==> config.mk <==
export PLATFORM = sky130hd
export DESIGN_NAME = alu_cmd_sequencer
export DESIGN_NICKNAME = d
export VERILOG_FILES = /design/src/rtl/alu_cmd_sequencer.sv
export SDC_FILE = /design/constraint.sdc
export NUM_CORES = 1
export LEC_CHECK = 0
export CAP_MARGIN = 10
export CORE_MARGIN = 10
export CORE_UTILIZATION = 58
export DETAILED_ROUTE_END_ITERATION = 7
export PLACE_DENSITY_LB_ADDON = 0.25
export SYNTH_ARGS = -nofsm -noshare
export SYNTH_HDL_FRONTEND = slang
export SYNTH_SLANG_ARGS = --single-unit
==> constraint.sdc <==
create_clock -name clk -period 4.4 [get_ports clk]
set_input_delay 1.32 -clock clk [delete_from_list [all_inputs] [get_ports clk]]
set_output_delay 1.32 -clock clk [all_outputs]
set_load 0.02 [all_outputs]
==> src/rtl/alu_cmd_sequencer.sv <==
// Command sequencer for the add/and/xor ALU: buffers commands in a small FIFO,
// issues one at a time, waits for done or timeout, and returns a status-tagged response.
module alu_cmd_sequencer #(
    parameter int unsigned FIFO_DEPTH = 4,
    parameter int unsigned TIMEOUT    = 15
) (
    input  logic        clk,
    input  logic        reset_n,
    input  logic        cmd_valid,
    output logic        cmd_ready,
    input  logic [7:0]  cmd_a,
    input  logic [7:0]  cmd_b,
    input  logic [2:0]  cmd_op,
    output logic [7:0]  alu_a,
    output logic [7:0]  alu_b,
    output logic [2:0]  alu_op,
    output logic        alu_start,
    input  logic        alu_done,
    input  logic [15:0] alu_result,
    output logic        rsp_valid,
    input  logic        rsp_ready,
    output logic [15:0] rsp_result,
    output logic [1:0]  rsp_status,
    output logic        busy
);
    localparam int unsigned PW = $clog2(FIFO_DEPTH);
    localparam int unsigned CW = $clog2(FIFO_DEPTH + 1);

    localparam logic [1:0] STATUS_OK      = 2'b00;
    localparam logic [1:0] STATUS_ILLEGAL = 2'b01;
    localparam logic [1:0] STATUS_TIMEOUT = 2'b10;

    typedef enum logic [1:0] {ST_IDLE, ST_WAIT, ST_RESP, ST_GAP} state_t;

    state_t         state_reg;
    logic [18:0]    fifo_mem [FIFO_DEPTH];
    logic [PW-1:0]  wr_ptr_reg;
    logic [PW-1:0]  rd_ptr_reg;
    logic [CW-1:0]  count_reg;
    logic [7:0]     timer_reg;
    logic [18:0]    head;
    logic           push;
    logic           pop;
    logic           head_legal;

    // Ready depends on the registered count only, so a pop never frees a slot in the same cycle.
    assign cmd_ready  = (count_reg != CW'(FIFO_DEPTH));
    assign push       = cmd_valid & cmd_ready;
    assign pop        = (state_reg == ST_IDLE) && (count_reg != '0);
    assign head       = fifo_mem[rd_ptr_reg];
    assign head_legal = (head[2:0] == 3'b001) || (head[2:0] == 3'b010) || (head[2:0] == 3'b011);
    assign busy       = (state_reg != ST_IDLE) || (count_reg != '0);

    always_ff @(posedge clk) begin
        if (push) begin
            fifo_mem[wr_ptr_reg] <= {cmd_a, cmd_b, cmd_op};
        end
    end

    always_ff @(posedge clk or negedge reset_n) begin
        if (!reset_n) begin
            wr_ptr_reg <= '0;
            rd_ptr_reg <= '0;
            count_reg  <= '0;
        end else begin
            if (push) wr_ptr_reg <= wr_ptr_reg + 1'b1;
            if (pop)  rd_ptr_reg <= rd_ptr_reg + 1'b1;
            case ({push, pop})
                2'b10:   count_reg <= count_reg + 1'b1;
                2'b01:   count_reg <= count_reg - 1'b1;
                default: count_reg <= count_reg;
            endcase
        end
    end

    always_ff @(posedge clk or negedge reset_n) begin
        if (!reset_n) begin
            state_reg  <= ST_IDLE;
            alu_a      <= '0;
            alu_b      <= '0;
            alu_op     <= '0;
            alu_start  <= 1'b0;
            rsp_valid  <= 1'b0;
            rsp_result <= '0;
            rsp_status <= '0;
            timer_reg  <= '0;
        end else begin
            case (state_reg)
                ST_IDLE: begin
                    if (pop) begin
                        // Illegal op-codes are answered locally and never reach the ALU.
                        if (head_legal) begin
                            alu_a     <= head[18:11];
                            alu_b     <= head[10:3];
                            alu_op    <= head[2:0];
                            alu_start <= 1'b1;
                            timer_reg <= '0;
                            state_reg <= ST_WAIT;
                        end else begin
                            rsp_result <= '0;
                            rsp_status <= STATUS_ILLEGAL;
                            rsp_valid  <= 1'b1;
                            state_reg  <= ST_RESP;
                        end
                    end
                end
                ST_WAIT: begin
                    timer_reg <= timer_reg + 8'd1;
                    if (alu_done) begin
                        rsp_result <= alu_result;
                        rsp_status <= STATUS_OK;
                        rsp_valid  <= 1'b1;
                        alu_start  <= 1'b0;
                        state_reg  <= ST_RESP;
                    end else if (timer_reg == 8'(TIMEOUT - 1)) begin
                        rsp_result <= '0;
                        rsp_status <= STATUS_TIMEOUT;
                        rsp_valid  <= 1'b1;
                        alu_start  <= 1'b0;
                        state_reg  <= ST_RESP;
                    end
                end
                ST_RESP: begin
                    if (rsp_ready) begin
                        rsp_valid <= 1'b0;
                        state_reg <= ST_GAP;
                    end
                end
                default: begin
                    // One quiet cycle lets the ALU's start/done history clear.
                    state_reg <= ST_IDLE;
                end
            endcase
        end
    end
endmodule

After elaboration in Yosys (flattened, before gate mapping)

Memories as Yosys holds them, arrays and structs flattened.
Cells that the tools add are included.

Bits in read-only memories: 0
Bits in latches: 0
RAM bits: 76
Output and inout port bits: 41
Register bits: 56
Input bits: 40
Memories kept: 1
Logic and storage cells: 81

Memories:

| name     | depth | width | read ports | clocked after Yosys merged registers in | wr ports | RTL line | RTL |
|---|---|---|---|---|---|---|---|
| fifo_mem | 4     | 19    | 1          | 0                                       | 1        | 36       | `logic [18:0] fifo_mem [FIFO_DEPTH];` |

Shifts and indexed selects: 0
Eq/ne operators: 14
Div/mod/pow operators: 0
$lt $le $gt $ge: 0
Mux-type cells: 32
Add/sub/neg operators: 5
Bitwise logic cells: 1
Reduce and logical (&&, ||, !) cells: 16
Multipliers: 0

Operator list:

| operator                                                              | number |
|---|---|
| 16-bit two-way mux                                                    | 4 |
| 16-bit case mux with 2 select lines                                   | 1 |
| 2-bit two-way mux                                                     | 8 |
| 8-bit two-way mux                                                     | 2 |
| 8-bit case mux with 2 select lines                                    | 1 |
| 1-bit two-way mux                                                     | 11 |
| 3-bit AND reduction                                                   | 3 |
| 8-bit by 1-bit adder with 8-bit output, second input constant         | 1 |
| 8-bit by 4-bit equality test with 1-bit output, second input constant | 1 |
| 2-bit inequality test, second input constant                          | 4 |
| 4-bit AND reduction                                                   | 2 |
| 3-bit by 2-bit equality test with 1-bit output, second input constant | 2 |
| 3-bit inequality test, second input constant                          | 2 |
| 2-bit case mux with 3 select lines                                    | 1 |
| 3-bit case mux with 2 select lines                                    | 1 |
| 2-bit nonzero test                                                    | 3 |
| 3-bit nonzero test                                                    | 2 |
| 5-bit AND reduction                                                   | 1 |
| 2-bit by 1-bit adder with 2-bit output, second input constant         | 2 |
| 2-bit by 1-bit equality test with 1-bit output, second input constant | 2 |
| 2-bit equality test, second input constant                            | 2 |
| 2-bit case mux with 2 select lines                                    | 1 |
| 3-bit by 1-bit adder with 3-bit output, second input constant         | 1 |
| 3-bit by 1-bit equality test with 1-bit output, second input constant | 1 |
| 7 further kinds                                                       | 9 |

Depth between registers and ports, before layout

An unclocked memory read counts as a cell.

Word-level depth: 7
Mapped depth: 10
Depth with buffers taken out: 10

Worst setup path after synthesis

OpenSTA, ideal clock, no wires.

Path type: input-to-reg
From: input cmd_valid
To: register count_reg[2]
Arrival time: 2.487 ns
Required time: 4.321 ns
Library setup time: 0.079 ns
Buffers on the path: 0
Path slack: 1.834 ns
Stages: 8
Cells stage by stage: and2_1 inv_1 ha_1 inv_1 fa_1 xor2_1 nor2_1 xor2_1

Cells in the longest elaborated chain, start to end: 3
Elaborated cells between the ends (all ways): 5
Those cells by class: 2 x eq/ne; 1 x mux; 1 x bitwise; 1 x reduce/logical

RTL lines:

| item                                                                                  | RTL line | RTL |
|---|---|---|
| start: declaration                                                                    | 9        | `input logic cmd_valid,` |
| 1-bit AND (*)                                                                         | 48       | `assign push = cmd_valid & cmd_ready;` |
| 2-bit by 1-bit equality test with 1-bit output or 2-bit equality test (tied branches) | 68       | `case ({push, pop})` |
| 3-bit case mux with 2 select lines or 2-bit nonzero test (tied branches)              | -        |  |
| end signal: assignment                                                                | 69       | `2'b10: count_reg <= count_reg + 1'b1;` |
| end signal: assignment                                                                | 70       | `2'b01: count_reg <= count_reg - 1'b1;` |
| end signal: assignment                                                                | 71       | `default: count_reg <= count_reg;` |
| end: declaration                                                                      | 39       | `logic [CW-1:0] count_reg;` |

Every way passes the cells marked *; elsewhere a longest branch is shown, timed or not.
A chain may end at the register's enable or synchronous reset.

Worst setup path after layout

From: register state_reg[1]
To: output busy

Cells in the longest elaborated chain, start to end: 2

RTL lines:

| item                     | RTL line | RTL |
|---|---|---|
| start: declaration       | 35       | `state_t state_reg;` |
| start signal: assignment | 78       | `state_reg <= ST_IDLE;` |
| start signal: assignment | 98       | `state_reg <= ST_WAIT;` |
| start signal: assignment | 103      | `state_reg <= ST_RESP;` |
| 2-bit nonzero test       | 52       | `assign busy = (state_reg != ST_IDLE) \|\| (count_reg != '0);` |
| 1-bit logical OR         | 52       |  |
| end: declaration         | 24       | `output logic busy` |

No other way between the ends.

==> impl_metrics.json <==
{
  "post_cts_buffers": 0,
  "power_frac_comb_pct": 35.3,
  "drv_cap": 0,
  "rows": 35,
  "clockPowerShare_pct": 26.7,
  "grt_pass1_vias": 3311,
  "r2r-start": "state_reg[1]$_DFFE_PN0P_",
  "final-setup-viol-count": 0,
  "grt_max_degree": 38,
  "syn2layout_area_growth_pct": 27.19,
  "crit_buf_inv": 2,
  "whs_path_depth": 1,
  "die_h_um": 116.7,
  "worstSetupPathType": "register to output pin",
  "numCtsBuffers": 17,
  "multi_input_area_um2": 1622,
  "peakVddDrop_mv": 0.4227,
  "p_sw_share_pct": 32.77,
  "power.total_mw": 5.086,
  "wirelength_mm": 10.93,
  "fmax_ghz": 0.2891,
  "reg_top3": "fifo_mem (76), rsp_result (16)",
  "antenna_found_initial": 0,
  "reg2reg_depth": 7,
  "cts_tree": "built",
  "holdPathEnd": "rsp_result[6]$_DFFE_PN0P_",
  "ys_seq_area_share_pct": 67.90,
  "hold_class": "register to register",
  "nets": 458,
  "grt_pass1_wl_mm": 17.82,
  "worstMarginPinSlew_ps": 1023,
  "reg2reg_setup_slack_ps": 1500,
  "holdBufCountCts": 0,
  "async_reset_ff_share_pct": 42.42,
  "drc": 0,
  "register_area_um2": 3684,
  "critPathCaptureType": "output pin",
  "slew_headroom_pct": 31.79,
  "power.density_nw_per_um2": 737.0,
  "ys_ff_latch": 132,
  "min_period_ps": 3459,
  "clock_path_buffers": 2,
  "start_kind": "register",
  "routedWlPerCell_um": 20.62,
  "p_int_mw": 3.419,
  "clk_pin_slew_ps": 60,
  "antenna_cells": 0,
  "critPathMaxStageDelay_ps": 640,
  "vias": 3087,
  "crit_slowest_cell": "clkdlybuf4s50_1",
  "dp_hpwl_mm": 7.049,
  "cts_root_buf": "clkbuf_8",
  "clock_sinks": 132,
  "h-tree-depth": 4,
  "avgSynthCellArea_um2": 17.28,
  "finalNonFillerCells": 530,
  "die_w_um": 116.7,
  "status": "complete, no violations",
  "core_um2": 9153,
  "cp_cell_sequence": "inv_1, ha_1, nand2_1, clkdlybuf4s50_1",
  "die_area_um2": 13620,
  "synth_cell_types": 43,
  "overflow": 0,
  "fin_crit_sh_pct": 78.62,
  "drive_gt1_share_pct": 21.72,
  "drtIter0Drc": 184,
  "setup_tns_ps": 0,
  "clock_skew_ps": 9.957,
  "synth_nets": 366,
  "synth_edf_count": 76,
  "ant_nets": 0,
  "ys.flop_type": "edfxtp_1",
  "fillerInstances": 549,
  "regMostFlops": "fifo_mem",
  "whs_ps": 506.3,
  "power_leakage_nw": 2.768,
  "drt_pass1_iterations": 4,
  "cp_max_fo": 6,
  "rsz0062_at_grt": "no",
  "place_congestion": 0.7746,
  "largest_register_ff_count": 76,
  "drv_slew": 0,
  "clk_latency_ps": 520,
  "cp_data_arrival_time_ps": 2140,
  "io_pins": 81,
  "r2r_end": "rsp_result[2]$_DFFE_PN0P_",
  "crit_family": "buffers and inverters",
  "track_usage_pct": 17.36,
  "routed_via_density": 5.825,
  "p_seq_share_pct": 38.0,
  "hold_start": "rsp_result[6]$_DFFE_PN0P_",
  "hold_viol": 0,
  "cts_resized": 0,
  "yosysWarnings": 0,
  "initial_core_util_pct": 59.28,
  "port_buffers": 80,
  "syn-cell-area_um2": 5425,
  "critPathRequiredTime_ps": 3080,
  "synth_cells": 314,
  "placedCellCount": 498,
  "power_switching_mw": 1.667
}
==> routing by layer <==
| metal | wire length, um | global-route usage [%] | vias to the layer above |
|---|---|---|---|
| met5 | 0 | 0 | - |
| met4 | 155 | 5.354 | 0 |
| met3 | 671 | 6.369 | 15 |
| met2 | 5506 | 29.06 | 89 |
| met1 | 4597 | 20.46 | 1579 |
| li1 | - | - | 1404 |
==> cell families after synthesis <==
kind of cell,after synthesis,share of synthesized area (%)
DFF,132,67.90
muxes,59,16.54
and+or+nand+nor,59,6.019
buffers and inverters,25,2.214
AOI/OAI and AO/OA,21,3.459
adders and majority gates,12,2.906
xor gates and xnor gates,6,0.9686
==> cells in the final DEF, fill, tap and decap left out, types with 2 or more instances in the layout <==
cell             Yosys  final
mux2_2              37     37
dfrtp_1             56     56
nor3_1               5      5
inv_6                0      5
mux2i_1              3      3
clkinv_4             0      2
clkbuf_16            0     16
clkdlybuf4s50_1      0     79
nand2_1              8      8
nand3_1              5      5
clkinv_1             1      2
nand2b_1             2      2
nor2b_1              3      3
ha_1                11     11
clkinvlp_4           0      2
xor2_1               2      2
edfxtp_1            76     76
mux4_1               6      6
buf_4                1      4
clkinv_2             0      2
xnor2_1              4      4
nor2_1               5      5
a221o_1              6      6
inv_1               13     13
bufinv_16            0      2
clkbuf_8             0      2
a31oi_1              3      3
or2_2                2      2
and3_1              24     24
mux4_2              13     13
==> synthesized netlist by cell type, types with 4 or more instances <==
master	number	area, um^2
a221o_1	6	60.06
and3_1	24	150.1
clkbuf_1	6	22.52
dfrtp_1	56	1401
edfxtp_1	76	2282
ha_1	11	137.6
inv_1	13	48.80
mux2_2	37	416.7
mux4_1	6	157.7
mux4_2	13	292.8
nand2_1	8	30.03
nand3_1	5	25.02
nor2_1	5	18.77
nor3_1	5	25.02
xnor2_1	4	35.03
==> stage by stage <==
| stage | cell area, um^2 | setup slack [ps] | util (%) |
|---|---|---|---|
| finish | 6900 | 940.9 | 75.39 |
| detailed placement | 6322 | 982.4 | 69.08 |
| global placement | 6322 | 1069 | 69.08 |
| CTS | 6900 | 936.7 | 75.39 |
| global route | 6900 | 838.8 | 75.39 |
| floorplan | 5425 | 1834 | - |
==> power by group through the flow <==
stage / clock network [mW] / registers, mW / logic (mW)
6_report: 1.36 / 1.93 / 1.80
3_5_place_dp: 0 / 1.95 / 1.80
5_1_grt: 1.44 / 1.98 / 1.93
4_1_cts: 1.38 / 1.94 / 1.82
3_3_place_gp: 0 / 1.92 / 1.74
2_1_floorplan: 0 / 2.03 / 1.07
==> area by class of cell <==
cell class | instances | area share (%)
Sequential cell | 132 | 53.38
Multi-Input combinational cell | 157 | 23.50
Timing Repair Buffer | 84 | 11.97
Clock buffer | 18 | 6.201
Clock inverter | 14 | 2.176
Tap cell | 111 | 2.013
Inverter | 14 | 0.7616
==> worst max path at each step <==
stage / start / to / cells past startpoint
after floorplan: cmd_valid / count_reg[2]$_DFFE_PN0P_ / 8
after global placement: alu_done / rsp_result[6]$_DFFE_PN0P_ / 6
after detailed placement: alu_done / rsp_result[7]$_DFFE_PN0P_ / 6
after CTS: state_reg[0]$_DFFE_PN0P_ / busy / 4
after global routing: state_reg[0]$_DFFE_PN0P_ / busy / 4
final: state_reg[1]$_DFFE_PN0P_ / busy / 4
Note: power is estimated with default switching activity, not from simulation.
